### src/rtl/serial_pkg.sv
// Shared definitions for the serial front end: FSM encoding and default sizes.
package serial_pkg;

    localparam int DEFAULT_WIDTH = 8;
    localparam int DEFAULT_DEPTH = 4;

    typedef enum logic {
        IDLE  = 1'b0,
        SHIFT = 1'b1
    } state_e;

endpackage

### src/rtl/bit_serializer_if.sv
// Word-in / bit-out bundle between a word source and the bit serializer.
interface bit_serializer_if
    import serial_pkg::*;
#(
    parameter int WIDTH = DEFAULT_WIDTH
);

    logic [WIDTH-1:0] in_data;
    logic             in_valid;
    logic             in_ready;
    logic             ser_bit;
    logic             ser_valid;
    logic             busy;

    modport master (
        output in_data,
        output in_valid,
        input  in_ready,
        input  ser_bit,
        input  ser_valid,
        input  busy
    );

    modport slave (
        input  in_data,
        input  in_valid,
        output in_ready,
        output ser_bit,
        output ser_valid,
        output busy
    );

endinterface

### src/rtl/sync_fifo.sv
// Generic synchronous FIFO with first-word-fall-through read.
module sync_fifo
    import serial_pkg::*;
#(
    parameter int WIDTH = DEFAULT_WIDTH,
    parameter int DEPTH = DEFAULT_DEPTH
) (
    input  logic             clk,
    input  logic             rst,
    input  logic             wr_en,
    input  logic [WIDTH-1:0] wr_data,
    input  logic             rd_en,
    output logic [WIDTH-1:0] rd_data,
    output logic             full,
    output logic             empty
);

    localparam int AW = $clog2(DEPTH);

    logic [WIDTH-1:0] mem_q [DEPTH];
    logic [AW-1:0]    wr_ptr_q, wr_ptr_d;
    logic [AW-1:0]    rd_ptr_q, rd_ptr_d;
    logic [AW:0]      count_q, count_d;
    logic             do_wr, do_rd;

    assign do_wr = wr_en && !full;
    assign do_rd = rd_en && !empty;

    // Storage is not reset; only entries below the occupancy count are ever read.
    always_ff @(posedge clk) begin
        if (do_wr) begin
            mem_q[wr_ptr_q] <= wr_data;
        end
    end

    always_comb begin
        wr_ptr_d = wr_ptr_q;
        rd_ptr_d = rd_ptr_q;
        count_d  = count_q;
        if (do_wr) begin
            wr_ptr_d = wr_ptr_q + AW'(1);
        end
        if (do_rd) begin
            rd_ptr_d = rd_ptr_q + AW'(1);
        end
        if (do_wr && !do_rd) begin
            count_d = count_q + (AW+1)'(1);
        end else if (do_rd && !do_wr) begin
            count_d = count_q - (AW+1)'(1);
        end
    end

    always_ff @(posedge clk) begin
        if (rst) begin
            wr_ptr_q <= '0;
            rd_ptr_q <= '0;
            count_q  <= '0;
        end else begin
            wr_ptr_q <= wr_ptr_d;
            rd_ptr_q <= rd_ptr_d;
            count_q  <= count_d;
        end
    end

    assign rd_data = mem_q[rd_ptr_q];
    assign full    = (count_q == (AW+1)'(DEPTH));
    assign empty   = (count_q == '0);

endmodule

### src/rtl/bit_serializer.sv
// Parallel-to-serial front end: buffers words and streams them one bit per clock.
//
//   state | meaning
//   IDLE  | line held at 0, waiting for a queued word
//   SHIFT | emitting the shift register's first-order bit each clock
module bit_serializer
    import serial_pkg::*;
#(
    parameter int WIDTH     = DEFAULT_WIDTH,
    parameter int DEPTH     = DEFAULT_DEPTH,
    parameter bit MSB_FIRST = 1'b1
) (
    input logic             clk,
    input logic             rst,
    bit_serializer_if.slave bus
);

    localparam int            CW       = $clog2(WIDTH);
    localparam logic [CW-1:0] LAST_CNT = CW'(WIDTH - 1);

    state_e           state_q, state_d;
    logic [WIDTH-1:0] sreg_q, sreg_d;
    logic [WIDTH-1:0] sreg_shifted;
    logic [CW-1:0]    cnt_q, cnt_d;
    logic [WIDTH-1:0] fifo_rd_data;
    logic             fifo_full, fifo_empty;
    logic             push, pop, last_bit;

    assign bus.in_ready = !fifo_full && !rst;
    assign push         = bus.in_valid && bus.in_ready;
    assign last_bit     = (cnt_q == LAST_CNT);
    assign sreg_shifted = MSB_FIRST ? {sreg_q[WIDTH-2:0], 1'b0}
                                    : {1'b0, sreg_q[WIDTH-1:1]};

    sync_fifo #(
        .WIDTH (WIDTH),
        .DEPTH (DEPTH)
    ) u_fifo (
        .clk     (clk),
        .rst     (rst),
        .wr_en   (push),
        .wr_data (bus.in_data),
        .rd_en   (pop),
        .rd_data (fifo_rd_data),
        .full    (fifo_full),
        .empty   (fifo_empty)
    );

    always_ff @(posedge clk) begin
        if (rst) begin
            state_q <= IDLE;
            sreg_q  <= '0;
            cnt_q   <= '0;
        end else begin
            state_q <= state_d;
            sreg_q  <= sreg_d;
            cnt_q   <= cnt_d;
        end
    end

    // Reloading on the last bit keeps consecutive words gap-free.
    always_comb begin
        state_d = state_q;
        sreg_d  = sreg_q;
        cnt_d   = cnt_q;
        pop     = 1'b0;
        case (state_q)
            IDLE: begin
                if (!fifo_empty) begin
                    pop     = 1'b1;
                    sreg_d  = fifo_rd_data;
                    cnt_d   = '0;
                    state_d = SHIFT;
                end
            end
            SHIFT: begin
                if (last_bit) begin
                    if (!fifo_empty) begin
                        pop    = 1'b1;
                        sreg_d = fifo_rd_data;
                        cnt_d  = '0;
                    end else begin
                        state_d = IDLE;
                    end
                end else begin
                    sreg_d = sreg_shifted;
                    cnt_d  = cnt_q + CW'(1);
                end
            end
            default: state_d = IDLE;
        endcase
    end

    always_comb begin
        bus.ser_valid = (state_q == SHIFT);
        bus.ser_bit   = 1'b0;
        if (state_q == SHIFT) begin
            bus.ser_bit = MSB_FIRST ? sreg_q[WIDTH-1] : sreg_q[0];
        end
        bus.busy = (state_q == SHIFT) || !fifo_empty;
    end

endmodule

### src/flat_wrapper.sv
// flat-port wrapper written by rule: the top's interface ports become plain ports
module bit_serializer_flat import serial_pkg::*;
#(
    parameter int WIDTH     = DEFAULT_WIDTH,
    parameter int DEPTH     = DEFAULT_DEPTH,
    parameter bit MSB_FIRST = 1'b1
)
  (clk, rst, bus_in_data, bus_in_valid, bus_in_ready, bus_ser_bit, bus_ser_valid, bus_busy);
  bit_serializer_if #(.WIDTH(WIDTH)) bus_i ();
  input logic clk;
  input logic rst;
  input wire logic [$bits(bus_i.in_data)-1:0] bus_in_data;
  input wire logic [$bits(bus_i.in_valid)-1:0] bus_in_valid;
  output wire logic [$bits(bus_i.in_ready)-1:0] bus_in_ready;
  output wire logic [$bits(bus_i.ser_bit)-1:0] bus_ser_bit;
  output wire logic [$bits(bus_i.ser_valid)-1:0] bus_ser_valid;
  output wire logic [$bits(bus_i.busy)-1:0] bus_busy;
  assign bus_i.in_data = bus_in_data;
  assign bus_i.in_valid = bus_in_valid;
  assign bus_in_ready = bus_i.in_ready;
  assign bus_ser_bit = bus_i.ser_bit;
  assign bus_ser_valid = bus_i.ser_valid;
  assign bus_busy = bus_i.busy;
  bit_serializer #(.WIDTH(WIDTH), .DEPTH(DEPTH), .MSB_FIRST(MSB_FIRST)) u_core (.clk(clk), .rst(rst), .bus(bus_i));
endmodule
### config.mk
export PLATFORM = sky130hd
export DESIGN_NAME = bit_serializer_flat
export DESIGN_NICKNAME = d
export VERILOG_FILES = /design/src/rtl/serial_pkg.sv /design/src/rtl/bit_serializer_if.sv /design/src/rtl/sync_fifo.sv /design/src/rtl/bit_serializer.sv /design/src/flat_wrapper.sv
export SDC_FILE = /design/constraint.sdc
export NUM_CORES = 1
export LEC_CHECK = 0
export ABC_AREA = 0
export CAP_MARGIN = 15
export CORE_MARGIN = 2
export CORE_UTILIZATION = 57
export CTS_CLUSTER_DIAMETER = 40
export DETAILED_ROUTE_END_ITERATION = 8
export HOLD_SLACK_MARGIN = 0.08
export PLACE_DENSITY = 0.77
export SYNTH_ARGS = -nofsm -noshare
export SYNTH_HDL_FRONTEND = slang
export SYNTH_HIERARCHICAL = 1
export SYNTH_SLANG_ARGS = --single-unit
### constraint.sdc
create_clock -name clk -period 4.27 [get_ports clk]
set_input_delay 0.6405 -clock clk [delete_from_list [all_inputs] [get_ports clk]]
set_output_delay 0.6405 -clock clk [all_outputs]
set_load 0.01 [all_outputs]
[Word-level counts from Yosys, hierarchy flattened]
Memory sizes are Yosys's and may differ from the RTL's. A register that Yosys moved wholly into a read port is not among the register bits.
Index checks and enable logic that the tools add are counted.
Operators by class
  muxes and demuxes: 18
  reduce and logical (&&, ||, !) cells: 14
  equal/unequal tests: 2
  bitwise logic cells: 1
  $add $sub $neg: 5
Operators by type and width (count)
  $mux W8: 2
  $pmux W8 S2: 1
  $mux W3: 4
  $add A3 B1 Y3 const B: 2
  $eq A3 B3 Y1 const B: 2
  $logic_and A1 B1 Y1: 6
  $mux W1: 6
  $pmux W3 S2: 1
  $logic_not A1 Y1: 5
  $add A2 B1 Y2 const B: 2
  $mux W2: 2
  $pmux W1 S2: 2
  $logic_not A3 Y1: 1
  $sub A3 B1 Y3 const B: 1
  $reduce_bool A2 Y1: 1
  $logic_or A1 B1 Y1: 1
  $not A1 Y1: 1
Storage, ports and cells
  flip-flop bits (word level): 19
  memories: 1
  RAM bits: 32
  output and inout port bits: 4
Memory list
  u_core.u_fifo.mem_q: depth 4, width 8, rd ports 1, clocked after memory_dff 1, wr ports 1, line sync_fifo.sv:20  | logic [WIDTH-1:0] mem_q [DEPTH];

[Logic depth before layout (Yosys ltp)]
  word-level depth: 9
  mapped depth: 11

[Modules after synthesis]
The synthesis kept the hierarchy.
Modules (own cells, without submodules)
  sync_fifo: times used 1, cells each 90, area each 1620.3 um^2
  bit_serializer: times used 1, cells each 61, area each 633.1 um^2

[Least setup slack after synthesis]
Ideal clock, no wire load.
  path type: in2reg
  start: input rst
  end: register u_core.u_fifo.count_q[2]
  setup slack: 1815 ps
  arrival: 2385 ps
  stages on the path: 10
  cell sequence: nor2_1 and2_1 inv_1 nor2_2 ha_1 inv_1 fa_1 xor2_1 or3_1 a21oi_1
Between the ends
  cells in the longest elaborated chain, start to end: 7
Ends and longest elaborated chain
  start: declaration: line flat_wrapper.sv:11  | input logic rst;
  $logic_not A1 Y1 (*): line bit_serializer.sv:29  | assign bus.in_ready = !fifo_full && !rst;
  $logic_and A1 B1 Y1 (*): line bit_serializer.sv:29
  $logic_and A1 B1 Y1 (*): line bit_serializer.sv:30  | assign push = bus.in_valid && bus.in_ready;
  net u_core.push: line bit_serializer.sv:27  | logic push, pop, last_bit;
  $logic_and A1 B1 Y1 (*): line sync_fifo.sv:26  | assign do_wr = wr_en && !full;
  net u_core.u_fifo.do_wr: line sync_fifo.sv:24  | logic do_wr, do_rd;
  $logic_not A1 Y1: line sync_fifo.sv:48  | end else if (do_rd && !do_wr) begin
  $logic_and A1 B1 Y1: line sync_fifo.sv:48
  $reduce_bool A2 Y1 (no line)
  end signal: assignment: line sync_fifo.sv:61  | count_q <= count_d;
  end: declaration: line sync_fifo.sv:23  | logic [AW:0] count_q, count_d;
The timed path passes the listed nets; every way through them passes the cells marked *.
A chain may end at the register's enable or synchronous reset.

[Worst setup path after layout]
Ends and elaborated chain as after synthesis.

==> summary.log <==
[clocking] total clock buffers created by CTS 5
[global_routing] sum of overflow across all layers after global routing 0
[placement] global placement routability congestion 0.803
[pwr] Leakage 0.920 nW
[clocking] count of instances resized after the clock tree is built 0
[floorplan] initial core utilization 60.2%
[sta] final clock skew 0.00474 ns
[setup_path] type of origin of the critical path input pin
[clocking] number of hold buffers added after cts 0
[min_path] worst hold path class reg -> reg
[sta] Setup Total Neg Slack 0 ns
[placement] Detailed Place HPWL 2430 microns
[setup_path] Worst Path Max Fanout 22
[detailed_routing] Post-Route WL 3540 microns
[min_path] startpoint of the tightest hold check path u_core/cnt_q[0]$_SDFF_PP0_
[clocking] clock latency on the worst-skew pair 0.30 ns
[clocking] clock tree root buffer cell sky130_fd_sc_hd__clkbuf_8
[sta] Slew Limit Fails 0
[setup_path] number of cell instances on the worst register-to-register path 11
[floorplan] total die area 4470 sq um
[synth] Unique masters post-synth 28
[detailed_routing] count of unresolved DRC violations after routing 0
[layout] Sequential cell area 1380 sq um
[clocking] CTS tree done
[detailed_routing] via-per-instance ratio 5.66
[synth] sequential element share of the synthesized area 61.3%
[pwr] maximum resistive drop on vdd 0.311 mV
[sta] Min Hold Slack 0.513 ns
[placement] number of port buffers 14
[layout] leading cell types in the layout, fill and taps excluded sky130_fd_sc_hd__edfxtp_1, sky130_fd_sc_hd__dfxtp_1, sky130_fd_sc_hd__clkdlybuf4s50_1, sky130_fd_sc_hd__nor2_1, sky130_fd_sc_hd__mux2i_1
[floorplan] total number of placement rows 22
[floorplan] floorplan die height 66.9 microns
[clocking] clock sink count 53
[min_path] Hold Path Stages 2
[detailed_routing] DRT antenna net count 0
[floorplan] area inside the core boundary 3740 sq um
[sta] post-route fraction of the period consumed by the critical path 67.0%
[sta] Fmax achieved 0.350 GHz
[global_routing] vias in the first global route 1276
[layout] final cell area excluding filler cells 2540 sq um
[setup_path] critical register-to-register path startpoint u_core/u_fifo/count_q[0]$_SDFFE_PP0P_
[floorplan] die boundary width 66.9 microns
[synth] synthesized netlist net count 171
[sta] number of failing setup endpoints in the final timing report 0
[placement] instance area after placement 2410 sq um
[sta] Final Hold Fails 0
[setup_path] Critical Path Sink Type flop
[sta] Slew Limit Headroom 51.1%
[setup_path] startpoint-to-endpoint class of the critical path in -> reg
[clocking] Longest Clk Path Bufs 2
[outcome] result of the run finished, final reports clean
[global_routing] total routing usage reported by global routing 19.6%
[clocking] clock-pin slew on the worst setup and hold paths 0.09 ns
[layout] combined area of the multi-input logic cells 796 sq um
[setup_path] startpoint of the most critical setup path rst
[layout] layout cell share with drive strength beyond 1 17.4%
[synth] Avg Synthesized Cell Area 14.9 sq um
[clocking] Post-CTS Setup Repair Bufs 0
[sta] Tmin final 2.86 ns
[detailed_routing] router iterations before antenna repair 4
[layout] filler instances 269
[layout] commonest non-fill, non-tap cell in the layout sky130_fd_sc_hd__edfxtp_1
[synth] Synthesis Warnings 6
[detailed_routing] count of vias placed by the detailed router 1217
[synth] Post-Syn Instances 151
[layout] Finished Core Util 68.0%
[layout] area overhead of the layout relative to synthesis 12.9%
[detailed_routing] DR iter-0 viols 81
[synth] portion of synthesized cell area occupied by the leading cell type 42.6%
[setup_path] required time reported for the critical path endpoint 4.51 ns
[clocking] count of H-tree levels built during CTS 2
[synth] synth top area cells sky130_fd_sc_hd__edfxtp_1, sky130_fd_sc_hd__dfxtp_1, sky130_fd_sc_hd__mux4_2
[synth] Syn Std Cell Area 2250 sq um
[synth] cell type with the highest aggregate area in the netlist sky130_fd_sc_hd__edfxtp_1
[sta] unrepaired setup endpoints after global routing false
[layout] number of diodes added for antenna fixing 0
[setup_path] CP Data Arrival Time 3.10 ns
[sta] worst-margin pin slew 0.733 ns
[global_routing] global-route wire length before repair 6110 microns
[detailed_routing] wire per inst 16.5 microns
[global_routing] maximum number of pins on one net before global-route repair 23
[pwr] power per cell area 619 nW/um^2
[floorplan] number of I/O pins 15
[synth] number of storage elements in the synthesis netlist 53
[global_routing] antenna violations before repair 0
[layout] # nets final 186
[job] Max-cap violations 0
## cell usage after synthesis (all sizes together)
master  count
a211oi      7
a21oi       6
and2        6
buf         6
clkbuf      2
dfxtp      21
edfxtp     32
fa          1
ha          8
inv         4
mux2i      10
mux4        8
nand2b      5
nand3       3
nand3b      2
nor2       15
nor2b       1
nor3        2
nor3b       1
o21ai       2
o311ai      1
o31ai       1
or2b        1
or3         2
xor2        4
## final cells by class
| type | instances | area share [%] |
|---|---|---|
| sequential | 53 | 54.3 |
| inverter | 4 | 0.590 |
| tap | 48 | 2.36 |
| clock inverter | 3 | 2.70 |
| timing repair buffer | 16 | 6.10 |
| multi-input combinational | 86 | 31.3 |
| clock buffer | 5 | 2.70 |
## worst max-delay path, stage by stage
cell and delay [ns]:
sky130_fd_sc_hd__clkdlybuf4s50_1 0.40, sky130_fd_sc_hd__buf_4 0.22, sky130_fd_sc_hd__nor2_1 0.17, sky130_fd_sc_hd__and2_1 0.15, sky130_fd_sc_hd__inv_1 0.06, sky130_fd_sc_hd__nor2_2 0.21
sky130_fd_sc_hd__ha_1 0.22, sky130_fd_sc_hd__inv_1 0.06, sky130_fd_sc_hd__fa_1 0.37, sky130_fd_sc_hd__xor2_1 0.16, sky130_fd_sc_hd__or3_1 0.30, sky130_fd_sc_hd__a21oi_1 0.13
## metal layers
metal / wire (microns) / up-vias / GRT usage, %
met5: 0 / - / 0
met4: 78 / 0 / 7.65
met3: 106 / 9 / 5.57
met2: 1800 / 21 / 32.1
met1: 1550 / 603 / 24.5
li1: - / 584 / -
## kinds of logic (layout without fill, tap and decap cells)
group	Yosys count	after routing	synth area share, %
compound gates	17	17	6.61
xor+xnor	4	4	1.55
fa+ha+maj	9	9	5.33
buf+inv	12	28	3.61
flops	53	53	61.3
mux	18	18	12.4
simple gates	38	38	9.16
## metrics by stage
stage / worst slack (ns) / power (mW) / instances
after global placement: 1.26 / 1.17 / 207
after global routing: 1.25 / 1.68 / 215
after CTS: 1.42 / 1.59 / 215
final: 1.41 / 1.58 / 215
after floorplan: 1.81 / 1.11 / 151
after detailed placement: 1.10 / 1.20 / 207
## sequential cells by signal, summed over array words and instances (netlist names), named ones only
signal,flops
u_core/u_fifo/mem_q,32
u_core/u_fifo/rd_ptr_q,2
u_core/u_fifo/count_q,3
u_core/sreg_q,8
u_core/bus.ser_valid,1
u_core/cnt_q,3
u_core/u_fifo/wr_ptr_q,2
## path summary, 6_finish.rpt
path                                            to  slack (ns)
max          u_core/u_fifo/count_q[2]$_SDFFE_PP0P_        1.41
min                     u_core/cnt_q[0]$_SDFF_PP0_        0.51
max reg2reg  u_core/u_fifo/count_q[2]$_SDFFE_PP0P_        1.72
min reg2reg             u_core/cnt_q[0]$_SDFF_PP0_        0.51
## report_power, final
part	switching [mW]	leakage, nW	total, mW	internal [mW]
sequential	0.0837	0.463	0.711	0.628
clock	0.158	0.0687	0.393	0.236
combinational	0.229	0.389	0.471	0.241
Power figures use the tool's default switching activity.
